`src/rtl/mdu_pkg.sv`:
```
// ============================================================================
// Module   : mdu_pkg
// Brief    : Shared widths, iteration count, op encoding and FSM states.
// Revision : 1.0
// ============================================================================
`default_nettype none

package mdu_pkg;

    localparam int XLEN = 32;
    localparam int ITER = 32;

    localparam logic OP_MUL = 1'b0;
    localparam logic OP_DIV = 1'b1;

    typedef enum logic [1:0] {
        IDLE  = 2'd0,
        CALC  = 2'd1,
        FIXUP = 2'd2
    } state_t;

endpackage

`default_nettype wire

```
`src/rtl/mdu_sign_fix.sv`:
```
// ============================================================================
// Module   : mdu_sign_fix
// Brief    : Conditional two's-complement negation (magnitude / sign restore).
// Revision : 1.0
// ============================================================================
`default_nettype none

module mdu_sign_fix #(
    parameter int WIDTH = 32
) (
    input  logic [WIDTH-1:0] i_value,
    input  logic             i_negate,
    output logic [WIDTH-1:0] o_result
);

    assign o_result = i_negate ? -i_value : i_value;

endmodule

`default_nettype wire

```
`src/rtl/mul_div_unit.sv`:
```
// ============================================================================
// Module   : mul_div_unit
// Brief    : Iterative radix-2 32-bit multiply/divide producing HI/LO.
// Revision : 1.0
// ============================================================================
`default_nettype none

module mul_div_unit
    import mdu_pkg::*;
#(
    parameter int WIDTH = XLEN
) (
    input  logic             clk,
    input  logic             rst,
    input  logic             start,
    input  logic [WIDTH-1:0] inA,
    input  logic [WIDTH-1:0] inB,
    input  logic             mul0_div1_sel,
    input  logic             is_signed,
    output logic             busy,
    output logic             done,
    output logic [WIDTH-1:0] outH,
    output logic [WIDTH-1:0] outL
);

    localparam int                 c_CNT_W = $clog2(ITER);
    localparam logic [c_CNT_W-1:0] c_LAST  = c_CNT_W'(ITER - 1);

    state_t               r_state;
    state_t               w_stateNext;
    logic [c_CNT_W-1:0]   r_count;
    logic                 r_isDiv;
    logic                 r_negL;
    logic                 r_negH;
    logic                 r_divZero;
    logic [WIDTH-1:0]     r_origA;
    logic [WIDTH-1:0]     r_opnd;
    logic [2*WIDTH-1:0]   r_acc;
    logic [WIDTH-1:0]     r_outH;
    logic [WIDTH-1:0]     r_outL;
    logic                 r_done;

    logic                 w_capture;
    logic                 w_step;
    logic                 w_finish;
    logic                 w_signA;
    logic                 w_signB;
    logic [WIDTH-1:0]     w_magA;
    logic [WIDTH-1:0]     w_magB;
    logic [WIDTH:0]       w_mulSum;
    logic [2*WIDTH-1:0]   w_mulNext;
    logic [WIDTH:0]       w_divTrial;
    logic                 w_divGe;
    logic [WIDTH-1:0]     w_divDiff;
    logic [2*WIDTH-1:0]   w_divNext;
    logic [2*WIDTH-1:0]   w_prodFix;
    logic [WIDTH-1:0]     w_quoFix;
    logic [WIDTH-1:0]     w_remFix;

    assign w_signA = is_signed & inA[WIDTH-1];
    assign w_signB = is_signed & inB[WIDTH-1];

    mdu_sign_fix #(.WIDTH(WIDTH)) u_magA (
        .i_value  (inA),
        .i_negate (w_signA),
        .o_result (w_magA)
    );

    mdu_sign_fix #(.WIDTH(WIDTH)) u_magB (
        .i_value  (inB),
        .i_negate (w_signB),
        .o_result (w_magB)
    );

    mdu_sign_fix #(.WIDTH(2*WIDTH)) u_fixProd (
        .i_value  (r_acc),
        .i_negate (r_negL),
        .o_result (w_prodFix)
    );

    mdu_sign_fix #(.WIDTH(WIDTH)) u_fixQuo (
        .i_value  (r_acc[WIDTH-1:0]),
        .i_negate (r_negL),
        .o_result (w_quoFix)
    );

    mdu_sign_fix #(.WIDTH(WIDTH)) u_fixRem (
        .i_value  (r_acc[2*WIDTH-1:WIDTH]),
        .i_negate (r_negH),
        .o_result (w_remFix)
    );

    // Multiply: acc = {partial product, remaining multiplier bits}, shift right.
    assign w_mulSum  = {1'b0, r_acc[2*WIDTH-1:WIDTH]}
                     + {1'b0, (r_acc[0] ? r_opnd : {WIDTH{1'b0}})};
    assign w_mulNext = {w_mulSum, r_acc[WIDTH-1:1]};

    // Divide: acc = {partial remainder, dividend/quotient}, shift left.
    assign w_divTrial = r_acc[2*WIDTH-1:WIDTH-1];
    assign w_divGe    = (w_divTrial >= {1'b0, r_opnd});
    assign w_divDiff  = w_divTrial[WIDTH-1:0] - r_opnd;
    assign w_divNext  = {(w_divGe ? w_divDiff : w_divTrial[WIDTH-1:0]),
                         r_acc[WIDTH-2:0], w_divGe};

    always_ff @(posedge clk) begin
        if (rst) begin
            r_state <= IDLE;
        end else begin
            r_state <= w_stateNext;
        end
    end

    always_comb begin
        w_stateNext = r_state;
        w_capture   = 1'b0;
        w_step      = 1'b0;
        w_finish    = 1'b0;
        case (r_state)
            IDLE: begin
                if (start) begin
                    w_capture   = 1'b1;
                    w_stateNext = CALC;
                end
            end
            CALC: begin
                w_step = 1'b1;
                if (r_count == c_LAST) begin
                    w_stateNext = FIXUP;
                end
            end
            FIXUP: begin
                w_finish    = 1'b1;
                w_stateNext = IDLE;
            end
            default: w_stateNext = IDLE;
        endcase
    end

    always_ff @(posedge clk) begin
        if (rst) begin
            r_count   <= '0;
            r_isDiv   <= 1'b0;
            r_negL    <= 1'b0;
            r_negH    <= 1'b0;
            r_divZero <= 1'b0;
            r_origA   <= '0;
            r_opnd    <= '0;
            r_acc     <= '0;
            r_outH    <= '0;
            r_outL    <= '0;
            r_done    <= 1'b0;
        end else begin
            r_done <= w_finish;
            if (w_capture) begin
                r_count   <= '0;
                r_isDiv   <= mul0_div1_sel;
                r_origA   <= inA;
                r_divZero <= (inB == '0);
                r_negL    <= w_signA ^ w_signB;
                r_negH    <= w_signA;
                if (mul0_div1_sel == OP_DIV) begin
                    r_opnd <= w_magB;
                    r_acc  <= {{WIDTH{1'b0}}, w_magA};
                end else begin
                    r_opnd <= w_magA;
                    r_acc  <= {{WIDTH{1'b0}}, w_magB};
                end
            end
            if (w_step) begin
                r_count <= r_count + c_CNT_W'(1);
                r_acc   <= r_isDiv ? w_divNext : w_mulNext;
            end
            if (w_finish) begin
                // Divide by zero reports the dividend exactly as it arrived.
                if (r_isDiv && r_divZero) begin
                    r_outH <= r_origA;
                    r_outL <= '1;
                end else if (r_isDiv) begin
                    r_outH <= w_remFix;
                    r_outL <= w_quoFix;
                end else begin
                    {r_outH, r_outL} <= w_prodFix;
                end
            end
        end
    end

    assign busy = (r_state != IDLE);
    assign done = r_done;
    assign outH = r_outH;
    assign outL = r_outL;

endmodule

`default_nettype wire

```
`config.mk`:
```
export PLATFORM = sky130hd
export DESIGN_NAME = mul_div_unit
export DESIGN_NICKNAME = d
export VERILOG_FILES = /design/src/rtl/mdu_pkg.sv /design/src/rtl/mdu_sign_fix.sv /design/src/rtl/mul_div_unit.sv
export SDC_FILE = /design/constraint.sdc
export NUM_CORES = 1
export LEC_CHECK = 0
export BUFFER_PORTS_ARGS = -buffer_cell sky130_fd_sc_hd__buf_2
export CORE_ASPECT_RATIO = 0.8
export CORE_MARGIN = 4
export CORE_UTILIZATION = 40
export CTS_BUF_LIST = sky130_fd_sc_hd__clkbuf_2 sky130_fd_sc_hd__clkbuf_4 sky130_fd_sc_hd__clkbuf_8
export DETAILED_ROUTE_END_ITERATION = 10
export RECOVER_POWER = 100
export SYNTH_ARGS = -nofsm -noshare
export SYNTH_HDL_FRONTEND = slang
export SYNTH_SLANG_ARGS = --single-unit
```
`constraint.sdc`:
```
create_clock -name clk -period 4 [get_ports clk]
set_clock_uncertainty 0.1 [all_clocks]
set_input_delay 0.2 -clock clk [delete_from_list [all_inputs] [get_ports clk]]
set_output_delay 0.2 -clock clk [all_outputs]
set_load 0.02 [all_outputs]
```
### After elaboration in Yosys (flattened, before gate mapping)

Index checks and enable logic that the tools add are counted.

* add/sub/neg operators: 8
* $lt $le $gt $ge: 1
* eq/ne operators: 5
* muxes and demuxes: 25
* bitwise gates (word level): 3
* reductions and logical operators: 6

Operators by type and width (count)
* $mux 32: 12
* $mux 64: 4
* $neg 32->32: 4
* $neg 64->64: 1
* $add 32x32->33: 1
* $ge 33x32->1: 1
* $logic_not 32->1: 1
* $sub 32x32->32: 1
* $mux 5: 2
* $add 5x1->5 const B: 1
* $eq 5x5->1 const B: 1
* $mux 1: 4
* $mux 2: 2
* $ne 2x2->1 const B: 2
* $pmux 2 s2: 1
* $reduce_bool 2->1: 2
* $and 1x1->1: 2
* $eq 2x1->1 const B: 1
* $eq 2x2->1 const B: 1
* $logic_not 2->1: 1
* $reduce_and 2->1: 1
* $logic_and 1x1->1: 1
* $xor 1x1->1: 1

* register bits: 204
* output and inout port bits: 66
* logic and storage cells: 60

### Depth between registers and ports, before layout

Gate-level depths: netlist of the first run.

* depth in word-level cells: 5
* gate-level depth with buffers: 15
* mapped depth without buffers: 13

### By module

Synthesis of the first run repeated with hierarchy kept, for this count alone.

* cell total of the unflattened synthesis: 2282
* area, all modules: 17779.6 µm²

Modules (own cells, without submodules)
* mul_div_unit: times used 1, cells each 1661, area an instance 13276.5 µm², seq. area each 4083.9 µm²
* mdu_sign_fix at u_fixQuo ...: times used 3, cells each 108, area an instance 767.0 µm², seq. area each 0.0 µm²
* mdu_sign_fix at u_fixProd: times used 1, cells each 198, area an instance 1453.9 µm², seq. area each 0.0 µm²
* mdu_sign_fix at u_fixRem: times used 1, cells each 99, area an instance 748.2 µm², seq. area each 0.0 µm²

### Worst setup path before layout of the first run

No wires, ideal clock.

* kind: reg2reg
* start: register r_acc[0]
* end: register r_acc[61]
* data arrival time: 3.080 ns
* setup slack: 0.745 ns
* stages on the path, launching flop included: 16
* path through: dfxtp_1 -> clkbuf_1 -> inv_1 -> clkbuf_1 -> nor2_1 -> ha_1 -> clkbuf_1 -> and4_1 -> o2111ai_1 -> o21bai_1 -> a211o_1 -> a21oi_1 -> o2111ai_1 -> a2111oi_0 -> a211oi_1 -> o21ai_0

* word-level cells in the longest chain between the ends: 4

Ends and longest elaborated chain
* start: declaration: line mul_div_unit.sv:38 `logic [2*WIDTH-1:0] r_acc;`
* start signal: assignment: line mul_div_unit.sv:163 `r_acc <= {{WIDTH{1'b0}}, w_magA};`
* start signal: assignment: line mul_div_unit.sv:166 `r_acc <= {{WIDTH{1'b0}}, w_magB};`
* start signal: assignment: line mul_div_unit.sv:171 `r_acc <= r_isDiv ? w_divNext : w_mulNext;`
* $mux 32: line mul_div_unit.sv:95 `+ {1'b0, (r_acc[0] ? r_opnd : {WIDTH{1'b0}})};`
* $add 32x32->33: line mul_div_unit.sv:95
* $mux 64: line mul_div_unit.sv:171
* $mux 64: line mul_div_unit.sv:169 `if (w_step) begin`

No other way between the ends.
A chain may end at the register's enable or synchronous reset.

### Worst setup path in the final report of the first run

* start: register r_acc[10]
* end: register r_outH[6], in the netlist outH[6]

* word-level cells in the longest chain between the ends: 4

Ends and longest elaborated chain
* $neg 64->64: line mdu_sign_fix.sv:16 `assign o_result = i_negate ? -i_value : i_value;`
* $mux 64: line mdu_sign_fix.sv:16
* $mux 32: line mul_div_unit.sv:178 `end else if (r_isDiv) begin`
* $mux 32: line mul_div_unit.sv:175 `if (r_isDiv && r_divZero) begin`
* end signal: assignment: line mul_div_unit.sv:176 `r_outH <= r_origA;`
* end signal: assignment: line mul_div_unit.sv:179 `r_outH <= w_remFix;`
* end signal: assignment: line mul_div_unit.sv:182 `{r_outH, r_outL} <= w_prodFix;`
* end: declaration: line mul_div_unit.sv:39 `logic [WIDTH-1:0] r_outH;`

No other way between the ends.

==> results_dict.tcl, run 1 <==
set metrics [dict create \
    synth_top_family_by_area "compound AO/OA/AOI/OAI gates" \
    htree_levels 2 \
    cts_resized 0 \
    avgSynthCellArea_um2 7.304 \
    drc 0 \
    rsz0062_at_grt "false" \
    synth_compound_area_frac 0.2867 \
    diodes 0 \
    cts.path.max_buffers 3 \
    cts_buffers 37 \
    die_x_um 230.6 \
    dp_hpwl_um 49380 \
    grt_max_degree 87 \
    pin_count 135 \
    hold_depth 6 \
    cp.arrival_ps 4130 \
    yosys-top-cells-area "dfxtp_1, a21oi_1, nand2_1, xnor2_1, ha_1" \
    layout_min_cycle_time_ps 3841 \
    grt.total_usage 0.2885 \
    area_delta_synth_final_pct 14.69 \
    clkSinkCount 204 \
    grt_pass1_wl_um 96340 \
    final_layout_size_suffix_gt1_frac 0.09505 \
    synth-xor-area-share 0.09229 \
    slew_headroom -0.1097 \
    r2r-end "outH[6]" \
    drt-initial-drc-count 2367 \
    hp-class "input pin to flip-flop" \
    setup_viol 0 \
    post-route-util 0.4700 \
    slowest_stage "or4b_1" \
    dr.pass1.iters 6 \
    yosysWarnings 0 \
    synthesis.nets 2311 \
    root_buffer "clkbuf_8" \
    portBuffers 134 \
    wl_per_cell_um 22.87 \
    antenna_found_initial 0 \
    path_cells "or4_1, or4b_1, nor4_4, a31oi_1, o31ai_2, xor2_1, a211oi_1, a21oi_1, nor2_1" \
    leakage_nw 7.060 \
    regToRegStartpoint "r_acc[10]" \
    synth_cells 2170 \
    crit_type "flip-flop to flip-flop" \
    antenna_left 0 \
    required_ps 4290 \
    hold_buffers 43 \
    yosysSeqAreaShare 0.2577 \
    initial_core_util 0.4098 \
    overflow 0 \
    cts_tree "done" \
    yosys.area.top_type "dfxtp_1" \
    outcome "complete, but fails checks" \
    synth_edf_count 0 \
    crit_fanout 8 \
    synth_adder_area_share 0.05779 \
    insertion_delay_ps 570 \
    grt_pass1_vias 15450 \
    synth_ff_type "dfxtp_1" \
    power_density_nw_per_um2 335.6 \
    num_rows 64 \
    nFillCells 3973 \
    netlist.area_leader.share 0.2577 \
    muxShareOfSynthArea 0.02976 \
    fp.dieH_um 186.0 \
    globalplace.congestion 1.007 \
    max_cap_viol_count 2 \
    final_nets 2440 \
    hp-start "inB[29]" \
    async_flop_share 0 \
    synth-simple-area-share 0.2223 \
    finalSetupTns_ps 0 \
    synth_cell_type_count 78 \
    core_area_um2 38680 \
    hold_viol_final 0 \
    max_freq_ghz 0.2603 \
    worst_pin_slew_ps 1664 \
    synth_area_um2 15850 \
    worstHoldEndpoint "r_divZero" \
    maxSlewViolCount 146 \
    crit_buf_inv 0 \
    irDropWorstVdd_mv 0.2654 \
    ys_ff_latch 204 \
    r2r_slack_ps 160 \
    min_period_over_period 0.9603 \
    setup.worst_path.start_class "flip-flop" \
    cts_setup_buffers 0 \
    crit_family "simple AND/OR/NAND/NOR gates" \
    avgViaCountPerCell 6.049 \
    critPathMaxStageDelay_ps 680 \
    dieArea_um2 42890 \
    violations "capacitance limit, slew limit" \
    path_clk_slew_ps 70 \
    reg2regPathDepth 9 \
    worst_setup_path_end_kind "flip-flop" \
    routed_wl_um 65250 \
    vias 17260 \
]
==> sequential cells by signal (all words and copies together), names as in the netlist <==
register / count
r_divZero: 1
outH: 32
r_acc: 64
r_isDiv: 1
r_state: 2
r_count: 5
r_opnd: 32
r_negL: 1
outL: 32
r_negH: 1
r_origA: 32
done: 1
==> cells in the final DEF, fill, tap and decap left out, drive strengths merged, types with 35 or more instances in the layout <==
cell type,count
mux2i,46
o211ai,41
xnor2,105
xor2,62
o31ai,35
nand2,264
ha,70
a211oi,74
inv,67
o21ai,139
dlygate4sd3,43
buf,122
nor2,228
dfxtp,204
a21oi,207
nand3,53
clkbuf,132
==> tightest hold or removal path: stages <==
cell      delay (ps)
buf_2            100
nor3_1            70
nand2b_1          90
nor4_1            50
a21oi_1          120
nor2_1            50
==> per-layer routing <==
| layer | global-route usage | routed length [µm] |
|---|---|---|
| met5 | 0 | 0 |
| met4 | 0.07400 | 1792 |
| met3 | 0.05187 | 6307 |
| met2 | 0.4218 | 26880 |
| met1 | 0.4352 | 30270 |
==> per-stage QoR <==
stage | hold WS [ps] | std cells | worst slack, ps | area, µm² | power (mW)
2_1_floorplan | 236.0 | 2170 | 745.3 | 15850 | 3.384
3_3_place_gp | 341.8 | 2745 | 447.4 | 17180 | 4.020
3_5_place_dp | 342.5 | 2745 | 356.1 | 17180 | 4.014
4_1_cts | 11.99 | 2853 | 322.8 | 18350 | 6.096
5_1_grt | 65.40 | 2853 | 55.98 | 18180 | 6.358
6_report | 39.27 | 2853 | 158.7 | 18180 | 6.100
==> how the worst max path moves through the flow <==
stage,start,to,slack (ps),cells past startpoint
after CTS,r_acc[33],r_acc[63],320,10
after detailed placement,r_acc[33],r_acc[63],360,10
final,r_acc[10],outH[6],160,9
after floorplan,r_acc[0],r_acc[61],750,15
after global routing,r_acc[33],r_acc[63],60,11
after global placement,r_opnd[7],r_acc[63],450,11
==> cells in the mapped netlist, types with 7 or more instances <==
cell,number
o221ai_1,7
buf_1,14
nand2_1,264
mux2i_1,46
ha_1,70
o21ai_0,136
xnor2_1,105
or4_1,14
dfxtp_1,204
a32o_1,7
nor2_1,228
o41ai_1,9
and3_1,21
and2_1,16
nand4_1,13
nor3_1,33
a21oi_1,207
nand3_1,53
nand2b_1,20
a221o_1,9
or2_2,8
xor2_1,62
o211ai_1,41
a31oi_1,15
o21bai_1,8
nor4_1,27
a21o_1,30
o21a_1,11
or3_1,19
a221oi_1,7
a22oi_1,11
o22ai_1,33
buf_2,7
clkbuf_1,133
a311oi_1,15
a211oi_1,74
inv_1,64
o31ai_1,34
nor2b_1,13
==> final cells by class <==
class / count / area [µm²] / share of cell area
clock buffer: 51 / 658.1 / 0.03621
inverter: 65 / 244.0 / 0.01342
timing repair buffer: 246 / 1534 / 0.08439
multi-input combinational: 1745 / 10910 / 0.6004
sequential: 204 / 4088 / 0.2249
tap: 528 / 660.6 / 0.03634
clock inverter: 14 / 80.08 / 0.004405
==> logic make-up after synthesis <==
| group | Yosys count |
|---|---|
| AOI/OAI and AO/OA | 703 |
| and+or+nand+nor | 756 |
| DFF | 204 |
| adders and majority gates | 72 |
| muxes | 47 |
| buffers and inverters | 221 |
| xor gates and xnor gates | 167 |
==> where the power goes <==
part,internal (mW),switching (mW)
registers,2.12,0.131
logic,0.633,1.16
clock network,1.08,0.975
(Power assumes the default switching activity.)
==> run 2, diff against run 1 <==
==> constraint.sdc (replaced) <==
create_clock -name clk -period 3.3 [get_ports clk]
set_clock_uncertainty 0.1 [all_clocks]
set_input_delay 0.165 -clock clk [delete_from_list [all_inputs] [get_ports clk]]
set_output_delay 0.165 -clock clk [all_outputs]
set_load 0.02 [all_outputs]
==> run 2 against run 1 <==
Cell count is 4.9% higher; the flow now finishes without violations; worst hold slack worse by 20 ps; combinational power is 40% higher; non-clock buffer count is 145 higher; via count is 3.8% higher; routed wire length is 2.9% higher; fmax is 18% higher; flip-flop and latch count stayed put; largest power group unchanged; clock power is 22% higher; design area is 8.0% higher; first-iteration DRC count is 24% lower.
==> results_dict.tcl, run 2 (synthesized netlist as in run 1, its figures left out) <==
set metrics [dict create \
    dpl.cell_count 2878 \
    rsz0062_at_grt "true" \
    final_common_cell "nand2_1" \
    top_register "r_acc" \
    avgViaCountPerCell 5.983 \
    cts.path.max_buffers 3 \
    hold_viol_final 0 \
    setup.worst_path.start_class "flip-flop" \
    internal_power_mw 4.914 \
    dp_slack_ps -137.9 \
    antenna_left 0 \
    worstSetupStartpoint "r_opnd[18]" \
    grt_max_degree 87 \
    critPathMaxStageDelay_ps 430 \
    outcome "complete, no violations" \
    root_buffer "clkbuf_8" \
    clkSinkCount 204 \
    post-route-util 0.5074 \
    diodes 0 \
    hp-class "input pin to flip-flop" \
    nFillCells 3947 \
    power_density_nw_per_um2 392.9 \
    slew_headroom 0.04394 \
    required_ps 3620 \
    htree_levels 2 \
    clkPwrFrac 0.325 \
    hp-start "inB[16]" \
    largest_reg_flops 64 \
    maxSlewViolCount 0 \
    num_rows 64 \
    setup_viol 0 \
    final_area_um2 19630 \
    slowest_stage "dfxtp_1" \
    routed_wl_um 67110 \
    drc 0 \
    finalSetupTns_ps 0 \
    portBuffers 134 \
    switching_share 0.3627 \
    wl_per_cell_um 22.42 \
    die_x_um 230.6 \
    grt.total_usage 0.2960 \
    seqPwrFrac 0.350 \
    max_freq_ghz 0.3072 \
    holdWs_ps 19.04 \
    cp.arrival_ps 3570 \
    dp_hpwl_um 51230 \
    irDropWorstVdd_mv 0.3126 \
    p_comb_frac 0.325 \
    dieArea_um2 42890 \
    power.total_mw 7.712 \
    fin_ws_ps 44.68 \
    fin_cells 2994 \
    layout_common_cells "nand2_1, nor2_1, dfxtp_1, a21oi_1, buf_4" \
    worst_pin_slew_ps 1434 \
    dpl_cell_area_um2 18150 \
    vias 17910 \
    crit_type "flip-flop to flip-flop" \
    globalplace.congestion 1.046 \
    p_sw_mw 2.797 \
    fp.dieH_um 186.0 \
    core_area_um2 38680 \
    final_nets 2584 \
    path_clk_slew_ps 70 \
    overflow 0 \
    drt-initial-drc-count 1804 \
    min_period_over_period 0.9865 \
    cts_tree "done" \
    area_delta_synth_final_pct 23.83 \
    initial_core_util 0.4098 \
    crit_fanout 4 \
    path_cells "inv_1, ha_1, a21o_1, a221o_1, nand2_1, o41ai_2, and2_0, o311ai_2, buf_4, nand2_1, buf_4, mux2i_1, o21ai_0" \
    grt_pass1_vias 16390 \
    regToRegStartpoint "r_opnd[18]" \
    leakage_nw 7.811 \
    max_cap_viol_count 0 \
    antenna_found_initial 0 \
    insertion_delay_ps 570 \
    grt_pass1_wl_um 99370 \
    final_layout_size_suffix_gt1_frac 0.1727 \
    worst_setup_path_end_kind "flip-flop" \
    dr.pass1.iters 6 \
    pin_count 135 \
    cts_buffers 36 \
    layout_min_cycle_time_ps 3255 \
]
==> run 2: area by class of cell <==
| type | instances | area (µm²) | share of cell area |
|---|---|---|---|
| Clock buffer | 54 | 699.4 | 0.03564 |
| Sequential cell | 204 | 4089 | 0.2083 |
| Inverter | 65 | 244.0 | 0.01243 |
| Multi-Input combinational cell | 1745 | 11290 | 0.5750 |
| Clock inverter | 7 | 43.79 | 0.002231 |
| Timing Repair Buffer | 391 | 2604 | 0.1327 |
| Tap cell | 528 | 660.6 | 0.03366 |
==> run 2: routing by layer <==
layer	vias to the layer above	wire length [µm]	GRT usage	share of wire
li1	8430	-	-	-
met1	8538	30840	0.4383	0.46
met2	836	27760	0.4358	0.41
met3	109	6187	0.05233	0.092
met4	0	2332	0.09262	0.035
met5	-	0	0	0
==> run 2: repair_timing <==
action / in CTS / in global routing
cloned: 1 / 1
endpoints found under the hold margin: 67 / 0
resized for setup: 6 / 75
pin swaps: 2 / 21
setup buffers: 2 / 7
hold buffers: 44 / 0
endpoints found under the setup margin: 10 / 56
==> run 2: power groups by stage <==
stage                     clock (mW)  sequential [mW]  combinational [mW]
after floorplan                    0             2.70                1.40
after global placement             0             2.74                2.29
after detailed placement           0             2.75                2.30
after CTS                       2.54             2.69                2.37
after global routing            2.65             2.70                2.68
final                           2.51             2.70                2.51
==> run 2: path summary, 6_finish.rpt <==
| kind | slack, ps | to | cells past startpoint |
|---|---|---|---|
| max | 40 | r_acc[38] | 13 |
| min | 20 | r_opnd[16] | 5 |
| max reg2reg | 40 | r_acc[38] | 13 |
| min reg2reg | 350 | r_opnd[11] | 2 |
==> run 2: critical path: cells and delay by family, from the launching register on <==
| kind | cells | cell delay [ps] |
|---|---|---|
| AO/OA/AOI/OAI | 5 | 1260 |
| adder cells (fa/ha/maj) | 1 | 320 |
| buffers and inverters | 3 | 480 |
| flip-flops | 1 | 430 |
| multiplexers | 1 | 110 |
| AND/OR/NAND/NOR | 3 | 420 |
